===== src/rtl/uart_tx_shift.sv =====
`default_nettype none
// ============================================================================
//  Module   : uart_tx_shift
//  Purpose  : UART transmit path with a one-byte holding register, a shift
//             register and a five-state bit sequencer. Supports 7 or 8 data
//             bits and optional odd/even parity. The bit rate is set entirely
//             by an external xmit_pulse strobe.
//  Revision : 1.0  initial release
//
//  Ports
//    clk         in   1  system clock, rising edge
//    reset_n     in   1  asynchronous active-low reset
//    xmit_pulse  in   1  one-clk strobe per bit time
//    tx_data     in   8  byte to send
//    tx_load     in   1  write strobe for tx_data (ignored when not ready)
//    bit8        in   1  1 = 8 data bits, 0 = 7 data bits
//    parity_en   in   1  1 = append parity bit
//    odd_n_even  in   1  1 = odd parity, 0 = even parity
//    tx          out  1  serial line, registered, idle high
//    tx_ready    out  1  holding register empty
//    tx_busy     out  1  frame in progress or holding register full
// ============================================================================
module uart_tx_shift (
   input  logic       clk,
   input  logic       reset_n,
   input  logic       xmit_pulse,
   input  logic [7:0] tx_data,
   input  logic       tx_load,
   input  logic       bit8,
   input  logic       parity_en,
   input  logic       odd_n_even,
   output logic       tx,
   output logic       tx_ready,
   output logic       tx_busy
);

   typedef enum logic [2:0] {
      IDLE   = 3'd0,
      START  = 3'd1,
      DATA   = 3'd2,
      PARITY = 3'd3,
      STOP   = 3'd4
   } state_t;

   state_t     state_q, state_d;
   logic       tx_q, tx_d;
   logic       ready_q, ready_d;
   logic [7:0] hold_q, hold_d;
   logic [7:0] shift_q, shift_d;
   logic [3:0] idx_q, idx_d;
   logic       bit8_q, bit8_d;
   logic       par_en_q, par_en_d;
   logic       odd_q, odd_d;

   logic [3:0] n_bits;
   logic       parity_bit;
   logic       xfer;

   assign n_bits = bit8_q ? 4'd8 : 4'd7;

   // In 7-bit mode bit 7 of the shift register is not transmitted, so it is
   // masked out of the parity sum.
   assign parity_bit = (^(shift_q & {bit8_q, 7'h7F})) ^ odd_q;

   always_comb begin
      state_d  = state_q;
      tx_d     = tx_q;
      ready_d  = ready_q;
      hold_d   = hold_q;
      shift_d  = shift_q;
      idx_d    = idx_q;
      bit8_d   = bit8_q;
      par_en_d = par_en_q;
      odd_d    = odd_q;
      xfer     = 1'b0;

      if (xmit_pulse) begin
         case (state_q)
            IDLE: begin
               tx_d = 1'b1;
               if (!ready_q) begin
                  xfer = 1'b1;
               end
            end
            START: begin
               tx_d    = shift_q[0];
               idx_d   = 4'd1;
               state_d = DATA;
            end
            DATA: begin
               if (idx_q < n_bits) begin
                  tx_d  = shift_q[idx_q[2:0]];
                  idx_d = idx_q + 4'd1;
               end else if (par_en_q) begin
                  tx_d    = parity_bit;
                  state_d = PARITY;
               end else begin
                  tx_d    = 1'b1;
                  state_d = STOP;
               end
            end
            PARITY: begin
               tx_d    = 1'b1;
               state_d = STOP;
            end
            STOP: begin
               // A waiting byte starts immediately: the start bit directly
               // follows this stop bit with no idle bit in between.
               if (!ready_q) begin
                  xfer = 1'b1;
               end else begin
                  tx_d    = 1'b1;
                  state_d = IDLE;
               end
            end
            default: begin
               tx_d    = 1'b1;
               state_d = IDLE;
            end
         endcase
      end

      // Frame options are captured with the byte so mid-frame changes on the
      // inputs only affect the next frame.
      if (xfer) begin
         shift_d  = hold_q;
         bit8_d   = bit8;
         par_en_d = parity_en;
         odd_d    = odd_n_even;
         ready_d  = 1'b1;
         tx_d     = 1'b0;
         idx_d    = 4'd0;
         state_d  = START;
      end

      // xfer only fires with ready_q low, so a load in the transfer cycle is
      // never accepted.
      if (tx_load && ready_q) begin
         hold_d  = tx_data;
         ready_d = 1'b0;
      end
   end

   always_ff @(posedge clk or negedge reset_n) begin
      if (!reset_n) begin
         state_q  <= IDLE;
         tx_q     <= 1'b1;
         ready_q  <= 1'b1;
         hold_q   <= 8'h00;
         shift_q  <= 8'h00;
         idx_q    <= 4'd0;
         bit8_q   <= 1'b0;
         par_en_q <= 1'b0;
         odd_q    <= 1'b0;
      end else begin
         state_q  <= state_d;
         tx_q     <= tx_d;
         ready_q  <= ready_d;
         hold_q   <= hold_d;
         shift_q  <= shift_d;
         idx_q    <= idx_d;
         bit8_q   <= bit8_d;
         par_en_q <= par_en_d;
         odd_q    <= odd_d;
      end
   end

   assign tx       = tx_q;
   assign tx_ready = ready_q;
   assign tx_busy  = (state_q != IDLE) || !ready_q;

endmodule
`default_nettype wire


===== config.mk =====
export PLATFORM = sky130hd
export DESIGN_NAME = uart_tx_shift
export DESIGN_NICKNAME = d
export VERILOG_FILES = /design/src/rtl/uart_tx_shift.sv
export SDC_FILE = /design/constraint.sdc
export NUM_CORES = 1
export LEC_CHECK = 0
export CAP_MARGIN = 0
export CORE_MARGIN = 2
export CORE_UTILIZATION = 45
export CTS_CLUSTER_DIAMETER = 80
export DETAILED_ROUTE_END_ITERATION = 6
export MAX_ROUTING_LAYER = met4
export PLACE_DENSITY_LB_ADDON = 0.05
export RECOVER_POWER = 100
export SLEW_MARGIN = 25
export SYNTH_ARGS = -nofsm -noshare
export SYNTH_HDL_FRONTEND = slang
export SYNTH_SLANG_ARGS = --single-unit
export TNS_END_PERCENT = 5

===== constraint.sdc =====
create_clock -name clk -period 2.7 [get_ports clk]
set_clock_uncertainty 0.15 [all_clocks]
set_input_delay 0.675 -clock clk [delete_from_list [all_inputs] [get_ports clk]]
set_output_delay 0.675 -clock clk [all_outputs]
set_load 0.03 [all_outputs]

== Yosys cells after proc, flatten, opt, wreduce, memory -nomap -nowiden ==
Index checks and enable logic that the tools add are counted.

* Logic and storage cells: 59
* Output and inout bits: 3
* Register bits: 28
* Bits of input ports: 15

* Equal/unequal tests: 8
* Muxes and demuxes: 24
* Add/sub/neg operators: 1
* Reductions and logical operators: 13
* $lt $le $gt $ge: 2
* Bitwise logic cells: 2

{| class="wikitable"
|+ Operators with widths
! operator !! count
|-
| $mux 4 || 4
|-
| $mux 3 || 5
|-
| $pmux 3 s5 || 1
|-
| $mux 1 || 11
|-
| $ne 3x3->1 const B || 3
|-
| $and 8x8->8 || 1
|-
| $pmux 4 s2 || 1
|-
| $reduce_xor 8->1 || 1
|-
| $eq 3x2->1 const B || 2
|-
| $reduce_bool 3->1 || 2
|-
| $add 4x1->4 const B || 1
|-
| $lt 3x4->1 const B || 1
|-
| $lt 4x4->1 || 1
|-
| $reduce_and 4->1 || 1
|-
| $reduce_bool 2->1 || 2
|-
| $bmux 1 s3 || 1
|-
| $eq 3x1->1 const B || 1
|-
| $eq 3x3->1 const B || 1
|-
| $logic_not 3->1 || 1
|-
| $pmux 1 s3 || 1
|-
| $reduce_and 3->1 || 1
|-
| $ne 2x2->1 const B || 1
|-
| $reduce_and 2->1 || 1
|-
| $reduce_or 2->1 || 1
|-
| 4 further kinds || 4
|}

== Depth between registers and ports, before layout ==
Gate-level depths: netlist of run 1.

* Word-level depth: 8
* Mapped depth: 7
* Gate-level depth less buffers: 7

== Least setup slack after synthesis of run 1 ==
No wires, ideal clock.

* Kind: register to register
* Start point: register idx_q[2]
* End point: register state_q[2]
* Arrival: 1.604 ns
* Stages on the path, launching flop included: 7
* Data required time: 2.425 ns
* Slack: 0.821 ns
* Cell sequence: dfrtp_1 ha_1 o21a_1 o2bb2ai_1 a211o_1 a21oi_1 mux2_2

* Longest elaborated chain between the ends: 3

{| class="wikitable"
|+ Ends and longest elaborated chain
! element !! RTL line !! RTL
|-
| from (decl) || 50 || <nowiki>logic [3:0] idx_q, idx_d;</nowiki>
|-
| from (signal assigned) || 161 || <nowiki>idx_q <= idx_d;</nowiki>
|-
| $lt 4x4->1 || 91 || <nowiki>if (idx_q < n_bits) begin</nowiki>
|-
| $ne 3x3->1 (no source line) || n/a ||
|-
| $reduce_and 4->1 (no source line) || n/a ||
|-
| to (signal assigned) || 156 || <nowiki>state_q <= state_d;</nowiki>
|-
| to (decl) || 45 || <nowiki>state_t state_q, state_d;</nowiki>
|}

No other way between the ends.
A chain may end at the register's enable or synchronous reset.

== Worst setup path after layout of run 1 ==
* Start point: register state_q[2]
* End point: output tx_busy

* Longest elaborated chain between the ends: 2

{| class="wikitable"
|+ Ends and longest elaborated chain
! element !! RTL line !! RTL
|-
| $reduce_bool 3->1 || 170 || <nowiki>assign tx_busy = (state_q != IDLE) || !ready_q;</nowiki>
|-
| $logic_or 1x1->1 || 170 ||
|-
| to (decl) || 34 || <nowiki>output logic tx_busy</nowiki>
|}

No other way between the ends.

==> impl_metrics.env, run 1 <==
export IMPL_worst_slack_ps=123
export IMPL_yosys_most_used_dff="dfrtp_1"
export IMPL_firstDrtPassIters=5
export IMPL_max_clock_path_buffers=2
export IMPL_grt_pass1_vias=1076
export IMPL_status="finished clean"
export IMPL_viasPerCell=5.55
export IMPL_die_y_um=61.5
export IMPL_grt_pass1_wl_mm=4.86
export IMPL_pre_cts_ws_ps=361
export IMPL_seqCellArea_um2=704
export IMPL_htree_levels=1
export IMPL_critPathKind="reg -> out"
export IMPL_slew_violations=0
export IMPL_synth_nets=145
export IMPL_grt_overflow_total=0
export IMPL_slew_headroom=0.0304
export IMPL_antenna_found_initial=0
export IMPL_clock_fmax_ghz=0.388
export IMPL_dp_cells=186
export IMPL_synth_edf_count=0
export IMPL_drtIter0Drc=107
export IMPL_startpoint="state_q[2]"
export IMPL_drc=0
export IMPL_clock_sinks=28
export IMPL_hold_path_class="reg -> reg"
export IMPL_hold_viol=0
export IMPL_avgRoutedWirePerCell_um=14.6
export IMPL_final_cells=190
export IMPL_core_mm2=0.00310
export IMPL_seq_area_frac_synth=0.472
export IMPL_dp_hpwl_mm=1.95
export IMPL_setup_viol=0
export IMPL_multi_input_area_um2=728
export IMPL_ir_worst_vdd_mv=0.583
export IMPL_power_density_mw_per_mm2=1210
export IMPL_finalSetupTns_ps=0
export IMPL_critPathMaxFanout=6
export IMPL_fin_crit_ps=2580
export IMPL_whs_ps=342
export IMPL_ys_warn_count=0
export IMPL_drive_gt1_frac=0.137
export IMPL_grt_max_degree=29
export IMPL_rsz0062_at_grt="no"
export IMPL_critPathSlowestCell="clkdlybuf4s50_1"
export IMPL_portBuffers=17
export IMPL_reg2reg_from="idx_q[1]"
export IMPL_rows=20
export IMPL_syn_to_final_growth_pct=17.3
export IMPL_hp_start="hold_q[6]"
export IMPL_critPathArrivalTime_ps=1750
export IMPL_layout_common_cells="25 x dfrtp_1, 12 x clkdlybuf4s50_1, 11 x nand2_1"
export IMPL_num_vias=1055
export IMPL_die_x_um=61.5
export IMPL_tightest_slew_ps=1450
export IMPL_clockRootBuffer="clkbuf_4"
export IMPL_yosysUniqueCellTypes=40
export IMPL_initial_utilization=0.480
export IMPL_postSynthCellCount=126
export IMPL_track_usage=0.179
export IMPL_worstPathRequired_ps=1880
export IMPL_clk_pin_slew_ps=160
export IMPL_antenna_cells=0
export IMPL_cap_violations=0
export IMPL_synthesis_area_mm2=0.00149
export IMPL_wl_mm=2.78
export IMPL_gp_congestion=0.909
export IMPL_num_io_pins=18
export IMPL_detail_route_antenna_nets=0
export IMPL_final_common_cell="dfrtp_1"
export IMPL_async_flop_share=1.00
export IMPL_syn_avg_cell_area_um2=11.8
export IMPL_post_cts_setup_buffers=0
export IMPL_period_share=0.955
export IMPL_die_area_mm2=0.00379
export IMPL_ys_seq_elements=28
export IMPL_setup_worst_path_start_class="flip-flop"
export IMPL_critPathCaptureType="output port"
export IMPL_cts_made_buffers=3
export IMPL_final_core_util=0.563
export IMPL_clock_latency_ps=330
export IMPL_cp_slowest_stage_delay_ps=600
export IMPL_nets=166
export IMPL_cts_tree="built"
export IMPL_p_leak_nw=0.763
export IMPL_n_fill_cell=319
export IMPL_path_cells="nor2_1 > nand3_1 > clkdlybuf4s50_1"
-- critical path, delay by kind of cell, from the launching register on --
family                 cells  cell delay, ps
and+or+nand+nor            2             350
DFF                        1             470
buffers and inverters      1             600
-- synthesized netlist by cell type (all sizes together) (2+ instances only) --
library cell	n	area, um2
xnor2	6	60.1
ha	4	50.1
buf	4	31.3
nor4b	2	32.5
mux2	19	214
o21a	2	15.0
nand2	11	41.3
mux2i	3	30.0
nand3b	2	15.0
inv	6	22.5
a211o	2	17.5
a21oi	4	20.0
a2bb2oi	2	17.5
o22ai	2	12.5
nor3	2	15.0
dfrtp	26	651
nor2	7	26.3
dfstp	2	52.6
nand3	3	15.0
o21ai	5	25.0
-- flip-flops by register name, indices dropped and copies added (netlist names) --
register,cells
odd_q,1
state_q,3
tx_ready,1
hold_q,8
par_en_q,1
idx_q,4
bit8_q,1
shift_q,8
tx,1
-- logic make-up after synthesis --
family	count (synthesis)	synth area share
xor+xnor	8	0.0613
flops	28	0.472
fa+ha+maj	4	0.0336
compound gates	22	0.102
buf+inv	10	0.0361
simple gates	31	0.114
mux	23	0.181
-- report_power, final --
part	total, mW	switching, mW	internal [mW]
registers	0.851	0.218	0.633
clock network	0.278	0.128	0.150
logic	0.986	0.445	0.541
total	2.12	0.791	1.32
-- what timing repair did --
item                       4_1_cts  5_1_grt
setup endpoints to repair        0        1
hold buffers                     0        0
resized for setup                0        1
-- worst paths after layout --
path,to,cells after the start,slack [ps]
max in group asynchronous,state_q[1],2,420
worst max-delay path,tx_busy,3,120
worst min-delay path,shift_q[6],1,340
worst min register to register,shift_q[6],1,340
worst max register to register,idx_q[2],6,500
min in group asynchronous,idx_q[1],2,1030
-- layout make-up --
type	instances	share of cell area
clock buffer	3	0.0129
clock inverter	1	0.0172
inverter	6	0.0129
multi-input combinational	88	0.417
sequential	28	0.403
tap	44	0.0315
timing repair buffer	20	0.106
-- layer usage --
metal  GRT usage  part of all wire
met3      0.0399             0.041
met4      0.0426             0.013
met5           -                 0
met1       0.224              0.44
met2       0.295              0.51
-- per-stage QoR --
step	cell area [um2]	power (mW)
6_report	1750	2.12
5_1_grt	1750	2.28
4_1_cts	1760	2.15
3_5_place_dp	1710	1.85
3_3_place_gp	1710	1.81
2_1_floorplan	1490	1.62
Power figures use the tool's default switching activity.
==> inputs of run 2 (changes only) <==
--- a/config.mk
+++ b/config.mk
@@ -5,10 +5,10 @@
 export SDC_FILE = /design/constraint.sdc
 export NUM_CORES = 1
 export LEC_CHECK = 0
+export ABC_CLOCK_PERIOD_IN_PS = 2700
 export CAP_MARGIN = 0
 export CORE_MARGIN = 2
 export CORE_UTILIZATION = 45
-export CTS_CLUSTER_DIAMETER = 80
 export DETAILED_ROUTE_END_ITERATION = 6
 export MAX_ROUTING_LAYER = met4
 export PLACE_DENSITY_LB_ADDON = 0.05
==> results of run 2 <==
The final DEF is identical to that of run 1; final timing and power are the same.
==> edit, RTL diff (config.mk and constraints of run 2) <==
Encoding of `state_t`: now one-hot (5 bits for 5 states).
--- a/src/rtl/uart_tx_shift.sv
+++ b/src/rtl/uart_tx_shift.sv
@@ -34,12 +34,12 @@
    output logic       tx_busy
 );
 
-   typedef enum logic [2:0] {
-      IDLE   = 3'd0,
-      START  = 3'd1,
-      DATA   = 3'd2,
-      PARITY = 3'd3,
-      STOP   = 3'd4
+   typedef enum logic [4:0] {
+      IDLE   = 5'b00001,
+      START  = 5'b00010,
+      DATA   = 5'b00100,
+      PARITY = 5'b01000,
+      STOP   = 5'b10000
    } state_t;
 
    state_t     state_q, state_d;
Check against the original RTL: same outputs for any inputs over 10 cycles, from zero or initial values and one cycle with reset_n low; not proved beyond that.
==> edit against run 2 <==
Total power shrank 5.6%; area after synthesis rose by 7.8%; sequential cell count grew 2; worst setup slack improved by 0.10 ns; wire length up 5.2%; fmax grew 4.2%; cell area is 5.8% higher; critical path type unchanged; largest cell class unchanged.
==> edit: results (changes against run 2) <==
synth:
  synth_common_cells: "dfrtp_1, mux2_2, nand2_1, o21ai_0, nand3_1"  # was dfrtp_1, nand2_1, mux2_1
  synth_fp_nets: 155  # was 145
  synth_compound_area_share_pct: 9.50  # was 10.2%
  synth_cell_type_count: 42  # was 40
  ys.flop_type: "dfrtp_1"  # unchanged
  synth_fa_ha_area_share_pct: 3.12  # was 3.36%
  yosysWarnings: 0  # unchanged
  synth_xor_area_share_pct: 5.76  # was 6.13%
  yosys-top-cells-area: "dfrtp_1, mux2_2, dfstp_2"  # was dfrtp_1, mux2_1, mux2_2
  yosysSeqAreaShare_pct: 47.0  # was 47.2%
  synthMuxAreaShare_pct: 17.2  # was 18.1%
  postSynthAreaPerCell_um2: 11.8  # about the same
run_status:
  status: "finished, final reports clean"  # unchanged
global_routing:
  grtUsageTotal_pct: 16.8  # was 17.9%
  grt_max_degree: 31  # was 29
  grt_pass1_wl_um: 5060  # was 4860 µm
  grt_antenna_before_repair: 0  # unchanged
clock_tree:
  post_cts_buffers: 0  # unchanged
  ctsRootBufferMaster: "clkbuf_4"  # unchanged
  clkSlewWorstSetupHoldPaths_ns: 0.09  # was 0.16 ns
  clk_latency_ns: 0.33  # about the same
  h-tree-depth: 2  # was 1
  cts_buffers: 5  # was 3
  clock_tree.buffer_depth: 2  # unchanged
routing:
  via_per_inst: 5.45  # was 5.55
  routed-via-count: 1118  # was 1055
  wire_per_inst_um: 14.3  # was 14.6 µm
  firstDrtPassIters: 4  # was 5
  drtIter0Drc: 51  # was 107
pwr:
  ir_worst_vdd_v: 0.000465  # was 0.000583 V
  leakage_nw: 0.764  # was 0.763 nW
critical_path:
  path_delay_family: "buffers and inverters"  # unchanged
  crit_arrival_ns: 1.65  # was 1.75 ns
  cp_max_fo: 5  # was 6
  cp_slowest_cell: "dlygate4sd3_1"  # was clkdlybuf4s50_1
  cpPeakStageDelay_ns: 0.74  # was 0.60 ns
final_layout:
  top_regs: "hold_q x8, shift_q x8, state_q x5"  # was hold_q x8, shift_q x8, idx_q x4
  diodes: 0  # unchanged
  final_net_count: 177  # was 166
  fill_cells: 304  # was 319
  drive_gt1_share_pct: 22.6  # was 13.7%
hold_path:
  hold_path_class: "reg -> reg"  # unchanged
placement:
  dp_slack_ns: 0.265  # was 0.361 ns
  post-place-cells: 197  # was 186
  gp_congestion: 0.878  # was 0.909
  hpwl_um: 2130  # was 1950 µm
sta:
  max_slew_margin_pct: 59.7  # was 3.04%
edit: worst paths after layout:
kind,from,end,slack [ns],cells after the start
max in group asynchronous,reset_n,tx_ready$_DFFE_PN1P_,1.44,2
max reg2reg,idx_q[1]$_DFFE_PN0P_,state_q[4]$_DFFE_PN0P_,0.49,6
min,hold_q[4]$_DFFE_PN0P_,shift_q[4]$_DFFE_PN0N_,0.36,1
min reg2reg,hold_q[4]$_DFFE_PN0P_,shift_q[4]$_DFFE_PN0N_,0.36,1
max,tx_ready$_DFFE_PN1P_,tx_ready,0.23,1
min in group asynchronous,reset_n,state_q[4]$_DFFE_PN0P_,0.63,2
edit: per-layer routing:
metal / GRT usage [%] / part of all wire (%)
met1: 19.8 / 44
met2: 27.1 / 50
met3: 5.46 / 3.7
met4: 5.71 / 1.7
met5: - / 0
edit: power breakdown:
part / leakage (nW) / internal (W) / switching [W]
Combinational: 0.374 / 0.000510 / 0.000379
Clock: 0.0245 / 0.000102 / 0.000163
Sequential: 0.366 / 0.000655 / 0.000188
Total: 0.764 / 0.00127 / 0.000731
edit: stage by stage:
step | cell area (µm²) | hold slack, ns
after floorplan | 1610 | 0.229
after global placement | 1810 | 0.336
after detailed placement | 1810 | 0.340
after CTS | 1870 | 0.365
after global routing | 1850 | 0.385
final | 1850 | 0.359
edit: final cells by class:
class | count | area (µm²) | share of cell area, %
multi-input cells | 96 | 779 | 42.2
flip-flops and latches | 30 | 754 | 40.8
repair buffers | 19 | 179 | 9.68
well taps | 46 | 57.6 | 3.11
clock buffers | 6 | 41.3 | 2.23
inverters | 6 | 22.5 | 1.22
clock inverters | 2 | 15.0 | 0.812
